$ cat src/rtl/fifo_wide2narrow.sv
// Width down-converting FIFO: 32-bit words tagged with a valid-nibble count go in,
// one 4-bit nibble comes out per read; padding nibbles of partial words are skipped.
module fifo_wide2narrow #(
  parameter int depth    = 4,
  parameter int rd_width = 4,
  parameter int wr_width = 32
) (
  input  logic                clk,
  input  logic                rst,
  input  logic                wr,
  input  logic [wr_width-1:0] wr_data,
  input  logic [3:0]          wr_nibs,
  input  logic                rd,
  output logic [rd_width-1:0] rd_data,
  output logic                rd_vld,
  output logic                empty,
  output logic                full,
  output logic [5:0]          nib_cnt
);

  localparam int clmn = wr_width / rd_width;
  localparam int aw   = $clog2(depth);
  localparam int cw   = $clog2(clmn);

  // Handshake: a write completes on a clock edge where wr && !full && wr_nibs!=0;
  // a read completes on an edge where rd && rd_vld. rd_data is valid whenever
  // rd_vld is high. Neither side sees the other's same-cycle effect (no bypass).

  logic [wr_width-1:0] mem [depth];
  logic [3:0]          len [depth];
  logic [aw:0]         wr_ptr;
  logic [aw:0]         rd_ptr;
  logic [cw-1:0]       rd_col;
  logic [5:0]          nib_cnt_q;

  logic [3:0]          wr_len;
  logic                wr_acc;
  logic                rd_acc;
  logic                head_last;
  logic [wr_width-1:0] head_word;

  assign wr_len    = (wr_nibs > 4'(clmn)) ? 4'(clmn) : wr_nibs;
  assign empty     = (wr_ptr == rd_ptr);
  assign full      = (wr_ptr == {~rd_ptr[aw], rd_ptr[aw-1:0]});
  assign rd_vld    = ~empty;
  assign nib_cnt   = nib_cnt_q;
  assign wr_acc    = wr && !full && (wr_nibs != 4'd0);
  assign rd_acc    = rd && !empty;
  assign head_word = mem[rd_ptr[aw-1:0]];
  assign head_last = ({1'b0, rd_col} == (len[rd_ptr[aw-1:0]] - 4'd1));
  assign rd_data   = empty ? '0 : head_word[rd_col*rd_width +: rd_width];

  always_ff @(posedge clk or negedge rst) begin
    if (!rst) begin
      for (int i = 0; i < depth; i++) begin
        mem[i] <= '0;
        len[i] <= '0;
      end
      wr_ptr <= '0;
    end else if (wr_acc) begin
      // One entry per write, even for partial words: entries are never packed.
      mem[wr_ptr[aw-1:0]] <= wr_data;
      len[wr_ptr[aw-1:0]] <= wr_len;
      wr_ptr              <= wr_ptr + 1'b1;
    end
  end

  always_ff @(posedge clk or negedge rst) begin
    if (!rst) begin
      rd_ptr <= '0;
      rd_col <= '0;
    end else if (rd_acc) begin
      if (head_last) begin
        rd_col <= '0;
        rd_ptr <= rd_ptr + 1'b1;
      end else begin
        rd_col <= rd_col + 1'b1;
      end
    end
  end

  always_ff @(posedge clk or negedge rst) begin
    if (!rst) begin
      nib_cnt_q <= '0;
    end else begin
      nib_cnt_q <= nib_cnt_q + (wr_acc ? {2'b00, wr_len} : 6'd0) - (rd_acc ? 6'd1 : 6'd0);
    end
  end

endmodule

$ cat config.mk
export PLATFORM = sky130hd
export DESIGN_NAME = fifo_wide2narrow
export DESIGN_NICKNAME = d
export VERILOG_FILES = /design/src/rtl/fifo_wide2narrow.sv
export SDC_FILE = /design/constraint.sdc
export NUM_CORES = 1
export LEC_CHECK = 0
export BUFFER_PORTS_ARGS = -buffer_cell sky130_fd_sc_hd__buf_2
export CELL_PAD_IN_SITES_DETAIL_PLACEMENT = 1
export CELL_PAD_IN_SITES_GLOBAL_PLACEMENT = 1
export CORE_ASPECT_RATIO = 0.9
export CORE_UTILIZATION = 50
export CTS_CLUSTER_DIAMETER = 200
export DETAILED_ROUTE_END_ITERATION = 8
export PLACE_DENSITY_LB_ADDON = 0.1
export SYNTH_ARGS = -nofsm -noshare
export SYNTH_HDL_FRONTEND = slang
export SYNTH_SLANG_ARGS = --single-unit
$ cat constraint.sdc
create_clock -name clk -period 9 [get_ports clk]
set_input_delay 1.35 -clock clk [delete_from_list [all_inputs] [get_ports clk]]
set_output_delay 1.35 -clock clk [all_outputs]
set_load 0.01 [all_outputs]
==> results of run 1 <==
==> power breakdown <==
part           internal, W  switching (W)
logic              0.00105       0.000628
clock network     0.000435       0.000297
registers          0.00108       0.000306
==> flip-flops by register name, indices dropped and copies added, names as in the netlist <==
register,count
rd_ptr,3
wr_ptr,3
rd_col,3
mem,128
len,16
nib_cnt,6
==> Yosys cell counts (3+ instances only) <==
master | n | area [um2]
a21oi_1 | 3 | 15.0
mux2_4 | 115 | 1730
xor2_1 | 3 | 26.3
inv_1 | 24 | 90.1
mux4_2 | 43 | 968
nand2_4 | 4 | 45.0
a21o_1 | 3 | 22.5
mux2_2 | 25 | 282
dfrtp_1 | 159 | 3980
xnor2_1 | 17 | 149
ha_1 | 16 | 200
a22o_1 | 4 | 35.0
nand2_1 | 8 | 30.0
nor2_1 | 4 | 15.0
nor3_1 | 3 | 15.0
buf_6 | 17 | 191
mux2i_1 | 4 | 40.0
nor2b_1 | 3 | 18.8
clkbuf_1 | 4 | 15.0
==> area by class of cell <==
class                   count  share of cell area [%]
repair buffers             54                    3.14
inverters                  24                    1.01
clock buffers              18                    4.79
clock inverters            14                    1.89
flip-flops and latches    159                    44.4
multi-input cells         274                    41.9
well taps                 202                    2.82
==> cell usage in the layout, fill, tap and decap left out, types with 2 or more instances in the layout <==
cell and n:
a21o_1 3, a21oi_1 3, a22o_1 4, and2_1 2
buf_2 51, buf_4 2, bufinv_16 3, clkbuf_16 17
clkinv_2 3, clkinv_4 3, clkinvlp_4 5, dfrtp_1 157
dfrtp_2 2, ha_1 16, inv_1 24, mux2_2 25
mux2_4 115, mux2i_1 4, mux4_2 43, nand2_1 8
nand2_4 4, nand2b_1 2, nand3_1 2, nor2_1 4
nor2b_1 3, nor3_1 3, o21ai_1 2, xnor2_1 17
xor2_1 3
==> metrics by stage <==
step	utilization, %	cells	hold slack, ps
floorplan	-	481	461
global placement	53.8	713	483
detailed placement	53.8	713	491
CTS	57.6	745	508
global route	57.6	745	525
finish	57.6	745	503
==> how the worst max path moves through the flow <==
stage                     startpoint    endpoint  slack [ps]  cells past startpoint
after floorplan            rd_ptr[0]  rd_data[0]        5720                      6
after global placement     rd_ptr[0]  rd_data[0]        4890                      6
after detailed placement   rd_ptr[0]  rd_data[0]        4880                      6
after CTS                  rd_ptr[0]  rd_data[0]        4380                      6
after global routing       rd_ptr[0]  rd_data[3]        4260                      6
final                      rd_ptr[0]  rd_data[0]        4490                      6
==> cells by family (layout without fill, tap and decap cells) <==
kind of cell             count (synthesis)  in the layout  share of synthesized area [%]
flip-flops                             159            159                           49.5
multiplexers                           189            189                           38.0
adder cells (fa/ha/maj)                 17             17                           2.74
buffers and inverters                   48            110                           3.87
XOR/XNOR                                20             20                           2.18
AND/OR/NAND/NOR                         31             31                           2.27
AO/OA/AOI/OAI                           17             17                           1.51
==> metal layers <==
metal	track usage, %	routed length [um]	vias up
li1	-	-	1856
met1	32.2	8100	2307
met2	37.6	8600	47
met3	5.95	477	11
met4	5.83	121	2
met5	0	16	-
==> summary.md, run 1 <==
| Metric | Value |
|---|---|
| Crit Reg-Reg Startpoint | rd_ptr[0] |
| GRT Overall Usage | 23.5% |
| Initial Utilization | 51.7% |
| Reg area | about 4000 um2 |
| Die H | 122 um |
| Routed vias | between 4,000 and 5,000 |
| Max Clock Skew | 8.73 ps |
| Pleak | 4.34 nW |
| Nets | just under 600 |
| Synth Warn # | 0 |
| DP Worst Slack | 4880 ps |
| Synthesized area per cell | between 15 and 20 um2 |
| Final Hold Fails | 0 |
| Crit Path Max Fanout | 25 |
| Crit path required time | 7650 ps |
| Critical path's slowest cell | dfrtp_2 |
| Max H-tree Level | 4 |
| Vias/cell | between 5 and 6 |
| Hold-critical path endpoint | nib_cnt[0] |
| Async SR Flop Fraction | 100% |
| Slowest cell delay on critical path | approximately 700 ps |
| Latest clock arrival within the worst-skew pair | roughly 430 ps |
| CP cell instances | buf_4, mux4_2, mux4_2, mux2i_1, nor2_1, buf_2 |
| CTS resizes | 0 |
| Layout cells sized above 1 | 50.8% |
| Num rows | 43 |
| Total chip power | about 0.0038 W |
| Final HPWL DP | 10,700 um |
| Bufs on Longest Clock Path | 2 |
| Fmax | 0.222 GHz |
| Fin. max-slew vios | 0 |
| Number of flops mapped to enable cells by yosys | 0 |
| Pre-Repair DR Iteration Count | 4 |
| Power Density | 424 nW/um2 |
| Bufs and invs on worst path | 2 |
| Final setup TNS | 0 ps |
| Reg2reg end | nib_cnt[4] |
| Worst setup SP type | register |
| Die area | 16,600 um2 |
| PnR worst setup slack | around 4500 ps |
| IO buf count | 52 |
| Vias in the first global route | 4,926 |
| Minimum clock period | 4510 ps |
| Largest net degree at the start of global routing | between 100 and 150 |
| Fillers | 1,431 |
| Synthesized flop and latch total | between 150 and 200 |
| Max-Cap Viols | 0 |
| Max_slew headroom | a little under a third |
| Worst hold stages | 1 |
| VDD IR max | about 0.18 mV |
| Status | complete, no violations |
| Worst Hold Class | register to register |
| Tcrit/Tclk final | 50.1% |
| Post-CTS Setup Inserts | 0 |
| Critical path's most frequent cell | mux4_2 |
| Multi-input gate area | 3750 um2 |
| DR WL/cell | 23.2 um |
| Boundary Pins | 53 |
| Sequential fraction of the synthesis area | between 40% and 50% |
| Syn Std Cell Area | 8040 um2 |
| CTS root buf | clkbuf_16 |
| Primary FF master, synth | dfrtp_1 |
| Synth Instances | 481 |
| Slew @ Worst Pin | ~1000 ps |
| Global-route wire length before repair | roughly 29,000 um |
| Total CTS buffers | 17 |
| Gpl congestion | 0.706 |
| Area after DPL | 8360 um2 |
| CTS Hold Buffers Added | 0 |
| Top cell family by delay on the critical path | multiplexers |
| Reg-to-reg slack, setup | about 5500 ps |
| Drt initial violations | 172 |
| Hold path start | nib_cnt[0] |
| Die width | 136 um |
| Core Region | 15,500 um2 |
| RSZ-0062 raised after global routing | no |
| Initial antenna violation count | 1 |
| Clock tree sinks | 159 |
| Area grow syn2layout | 11.4% |
| DRC violations left | 0 |
| Post-route ant nets | 0 |
| Post-Layout Inst Area | ~9000 um2 |
| Worst EP arrival | 3160 ps |
| Netlist cell types | 36 |
| CTS tree | built |
| Net Count, Synth | 538 |
| Remaining global-route overflow | 0 |
| Kind of critical path | register to primary output |
| Final wirelength | 17,300 um |
| R2R depth | 14 |
| Clock Pin Slew Worst Setup and Hold Paths | ~60 ps |
| Final setup violation count | 0 |
| Antenna Cells | 0 |
| Crit end category | primary output |
Power figures use the tool's default switching activity.
==> run 2: changes to the inputs <==
Settings changed: CORE_UTILIZATION 50 to 47.
Clock period 9 ns to 3.66 ns, I/O delays scaled along.
==> run 2 against run 1 <==
Setup slack got worse by 4300 ps. Design area rose by 0.41%. Largest cell class unchanged. Clock skew rose by 3.5 ps. Critical path depth did not move. Register-to-register slack got worse by 4600 ps. Hold slack got worse by 380 ps. Clock-buffer cell count rose by 4. Core utilization fell by 2.8 points. First-iteration DRC count rose by 19%.
==> summary.md, run 2 (synthesized netlist as in run 1, its figures left out) <==
| Metric | Value |
|---|---|
| Reg-to-reg slack, setup | a little over 800 ps |
| DRC violations left | 0 |
| WL met2 | 8230 um |
| DR WL met3 | ~500 um |
| Latest clock arrival within the worst-skew pair | around 420 ps |
| Commonest non-fill, non-tap cell in the layout | dfrtp_1 |
| Max_slew headroom | 47.6% |
| Clock tree sinks | 159 |
| VDD IR max | 0.470 mV |
| Multi-input gate area | between 3000 and 4000 um2 |
| Fin. max-slew vios | 0 |
| Final setup violation count | 0 |
| GRT Overall Usage | between 20% and 30% |
| CTS root buf | clkbuf_16 |
| Final wirelength | 17,100 um |
| Worst Hold Class | input pin to asynchronous set/reset pin |
| Routed vias | 4,201 |
| Crit Reg-Reg Startpoint | rd_ptr[1] |
| Die area | 17,600 um2 |
| IO buf count | 52 |
| RSZ-0062 raised after global routing | no |
| Met1 Wirelength | approximately 8000 um |
| Clock Pin Slew Worst Setup and Hold Paths | 60 ps |
| Area grow syn2layout | 11.8% |
| Crit Path Max Fanout | 19 |
| Minimum clock period | between 3000 and 4000 ps |
| Top sig layer | met4 |
| Boundary Pins | 53 |
| Initial Utilization | 49.0% |
| Gpl congestion | 0.742 |
| Pint | 0.00632 W |
| Fillers | 1,568 |
| CP startpoint | rd_ptr[0] |
| Num rows | 44 |
| Die H | 126 um |
| CTS Hold Buffers Added | 0 |
| Max H-tree Level | 4 |
| Pre-Repair DR Iteration Count | 4 |
| Crit end category | primary output |
| Final setup TNS | 0 ps |
| DR WL/cell | 22.7 um |
| Post-CTS Setup Inserts | 0 |
| Register share of total power | 36.1% |
| Crit path required time | 3110 ps |
| Layout cells sized above 1 | 50.8% |
| R2R depth | 12 |
| Final Hold Fails | 0 |
| Largest Register | mem |
| Comb power frac | roughly 45% |
| Total CTS buffers | 17 |
| Worst setup SP type | register |
| Nets | 589 |
| Setup crit end | rd_data[0] |
| Max-Cap Viols | 0 |
| Tcrit/Tclk final | a little over nine tenths |
| CTS tree | built |
| Number of flip-flops in the largest register | 128 |
| PnR worst setup slack | 232 ps |
| Power Density | 1030 nW/um2 |
| Slew @ Worst Pin | 786 ps |
| Global-route wire length before repair | approximately 29,000 um |
| Status | complete, no violations |
| Max Clock Skew | 12.3 ps |
| Remaining global-route overflow | 0 |
| Initial antenna violation count | 0 |
| Vias in the first global route | 4,915 |
| Reg area | ~4000 um2 |
| Sw Pwr | 0.00299 W |
| Bufs on Longest Clock Path | 2 |
| Most frequent cells in the layout | dfrtp_1, mux2_4, buf_2 |
| Sw frac | 32.1% |
| Fmax | 0.292 GHz |
| CTS resizes | 0 |
| Reg2reg end | nib_cnt[5] |
| Total chip power | 0.00931 W |
| Drt initial violations | 205 |
| DP Worst Slack | 660 ps |
| Vias/cell | 5.58 |
| Final HPWL DP | 11,100 um |
| Clock power share | 18.9% |
| Largest net degree at the start of global routing | between 90 and 100 |
| Die width | 140 um |
| Core Region | 16,400 um2 |
| Pleak | 4.36 nW |
| Worst EP arrival | around 2900 ps |
| Post-route ant nets | 0 |
| Kind of critical path | register to primary output |
run 2: cell count changes in the layout (fill, tap and decap cells not counted):
| cell | before | now |
|---|---|---|
| clkinvlp_4 | 5 | 3 |
| clkbuf_8 | 0 | 3 |
| buf_12 | 0 | 2 |
| clkbuf_1 | 1 | 2 |
| bufinv_16 | 3 | 2 |
| clkinv_2 | 3 | 4 |
| clkinv_4 | 3 | 1 |
| diode_2 | 0 | 1 |
run 2: worst min-delay path by stage:
stage	start	end	depth (start not counted)
3_5_place_dp	nib_cnt[0]	nib_cnt[0]	1
3_3_place_gp	len[3]	len[3]	1
6_report	rst	len[9]	1
2_1_floorplan	rst	len[0]	0
4_1_cts	rst	len[9]	1
5_1_grt	rst	len[9]	1
run 2: per-layer routing:
layer / track usage [%] / vias up
li1: - / 1855
met1: 30.3 / 2260
met2: 34.8 / 66
met3: 4.68 / 20
met4: 6.33 / 0
met5: 0 / -
run 2: power groups by stage:
| stage | sequential, W | clock [W] | combinational (W) |
|---|---|---|---|
| 6_report | 0.00336 | 0.00176 | 0.00418 |
| 5_1_grt | 0.00347 | 0.00188 | 0.00457 |
| 4_1_cts | 0.00337 | 0.00181 | 0.00425 |
| 3_5_place_dp | 0.00337 | 0 | 0.00424 |
| 3_3_place_gp | 0.00335 | 0 | 0.00407 |
| 2_1_floorplan | 0.00304 | 0 | 0.00357 |
run 2: critical path: stages (launching register included):
cell and delay [ps]:
dfrtp_2 530, buf_4 410, mux4_2 560, mux4_2 550, mux2i_1 170, nor2_1 60, buf_2 150
run 2: cell type report:
type | instances | area share [%]
flip-flops and latches | 159 | 44.3
multi-input cells | 274 | 41.7
clock buffers | 22 | 5.27
repair buffers | 56 | 3.58
well taps | 207 | 2.88
clock inverters | 10 | 1.24
inverters | 24 | 1.00
diodes | 1 | 0.0278
run 2: per-stage QoR:
stage                     utilization, %  cells  hold WS, ps  area (um2)
final                               54.8    753          124        8990
after global routing                54.8    752          167        8990
after CTS                           54.8    752          152        8990
after detailed placement            51.2    720          490        8410
after global placement              51.2    720          480        8410
after floorplan                        -    481          253        8040
==> run 3: changes to the inputs <==
Settings changed: BUFFER_PORTS_ARGS -buffer_cell sky130_fd_sc_hd__buf_2 to unset, CORE_UTILIZATION 47 to 49, DONT_BUFFER_PORTS set to 1.
==> run 3 against run 2 <==
The run now ends with hold timing left. Maximum frequency grew 3.7%. Register-to-register slack lost 60 ps. Clock-buffer cell count shrank 5. Critical endpoint is now rd_data[2]. Largest power group unchanged.
==> summary.md, run 3 (synthesized netlist as in run 1, its figures left out) <==
| Metric | Value |
|---|---|
| Pleak | 4.15 nW |
| Die H | 124 um |
| Initial Utilization | 50.0% |
| Fin. max-slew vios | 0 |
| Remaining global-route overflow | 0 |
| Boundary Pins | 53 |
| Crit Path Max Fanout | 36 |
| Area grow syn2layout | 8.34% |
| Crit path required time | 3110 ps |
| Core Region | 16,100 um2 |
| GRT Overall Usage | 22.4% |
| IO buf count | 0 |
| Pre-Repair DR Iteration Count | 4 |
| Post-CTS Setup Inserts | 0 |
| DRC violations left | 0 |
| Commonest non-fill, non-tap cell in the layout | dfrtp_1 |
| Total chip power | 0.00918 W |
| Minimum clock period | 3310 ps |
| Final Hold Fails | ~160 |
| Slew @ Worst Pin | ~800 ps |
| VDD IR max | 0.423 mV |
| CTS resizes | 0 |
| Fin util | 54.2% |
| Antenna Cells | 0 |
| Most frequent cells in the layout | dfrtp_1, mux2_4, mux4_2 |
| Layout cells sized above 1 | 46.0% |
| DP Worst Slack | 767 ps |
| Total CTS buffers | 17 |
| Top cell family by delay on the critical path | multiplexers |
| Critical path's most frequent cell | mux4_2 |
| Initial antenna violation count | 0 |
| Max H-tree Level | 4 |
| Tcrit/Tclk final | 90.3% |
| Reg area | 3980 um2 |
| Latest clock arrival within the worst-skew pair | between 400 and 500 ps |
| RSZ-0062 raised after global routing | no |
| Post-Layout Cell Count | 700 |
| Vias in the first global route | 4,518 |
| Status | complete, but fails checks |
| DR WL/cell | 24.3 um |
| Largest Register | mem |
| Drt initial violations | 158 |
| R2R depth | 8 |
| Worst EP arrival | 2760 ps |
| Final HPWL DP | between 10,000 and 15,000 um |
| Reg-to-reg slack, setup | 770 ps |
| Largest net degree at the start of global routing | 160 |
| Multi-input gate area | 3750 um2 |
| Bufs and invs on worst path | 1 |
| Placed cell count | between 600 and 700 |
| Number of flip-flops in the largest register | 128 |
| Fmax | 0.302 GHz |
| Final setup TNS | 0 ps |
| Worst path depth | 5 |
| Final wirelength | about 17,000 um |
| Max-Cap Viols | 0 |
| Global-route wire length before repair | 27,300 um |
| CP cell instances | buf_4, mux4_2, mux4_2, mux2i_1, nor2_1 |
| Clock tree sinks | approximately 160 |
| Crit end category | primary output |
| Critical path's slowest cell | buf_4 |
| Worst setup SP type | register |
| Max Clock Skew | 8.66 ps |
| Bufs on Longest Clock Path | 2 |
| Kind of critical path | register to primary output |
| Worst Hold Class | input pin to asynchronous set/reset pin |
| CTS tree | built |
| Final setup violation count | 0 |
| CTS root buf | clkbuf_16 |
| Die width | 137 um |
| Fillers | 1,499 |
| Power Density | between 1000 and 1500 nW/um2 |
| Clock Pin Slew Worst Setup and Hold Paths | 60 ps |
| Nets | between 500 and 600 |
| Die area | between 15,000 and 20,000 um2 |
| Routed vias | 4,010 |
| Vias/cell | 5.73 |
| Failing checks | hold timing |
| Num rows | 44 |
| Slowest cell delay on critical path | about 520 ps |
| PnR worst setup slack | 354 ps |
| Post-route ant nets | 0 |
| Max_slew headroom | 45.2% |
| WHS | -183 ps |
| Gpl congestion | 0.726 |
run 3: cell types whose count changed in the layout (fill, tap and decap cells not counted), sizes merged:
cell	change
buf	-52
clkinv	+2
diode	-1
inv	+3
clkbuf	-5
run 3: metrics by stage:
step	cell area [um2]	hold slack, ps
after global placement	8130	261
after global routing	8710	-210
final	8710	-183
after floorplan	8040	253
after CTS	8710	-209
after detailed placement	8130	262
run 3: metal layers:
metal	GRT usage [%]	wire (um)
met1	32.3	8090
met2	33.1	7880
met3	6.56	828
met4	6.04	203
met5	0	0
run 3: path summary, 6_finish.rpt:
check | startpoint | end
max | rd_ptr[1] | rd_data[2]
min | rst | len[0]
max reg2reg | rd_ptr[0] | rd_ptr[1]
min reg2reg | mem[62] | mem[62]
max in group asynchronous | rst | len[3]
min in group clk | wr_data[0] | mem[32]
run 3: final cells by class:
class	instances	share of cell area, %
Tap cell	207	2.97
Clock buffer	17	4.88
Sequential cell	159	45.7
Multi-Input combinational cell	274	43.1
Clock inverter	15	1.87
Timing Repair Buffer	4	0.488
Inverter	24	1.03
run 3: where the power goes:
group / total, W / internal, W / leakage [nW] / switching (W)
logic: 0.00416 / 0.00251 / 1.97 / 0.00165
clock network: 0.00176 / 0.00101 / 0.280 / 0.000747
registers: 0.00326 / 0.00267 / 1.90 / 0.000597
total: 0.00918 / 0.00619 / 4.15 / 0.00299
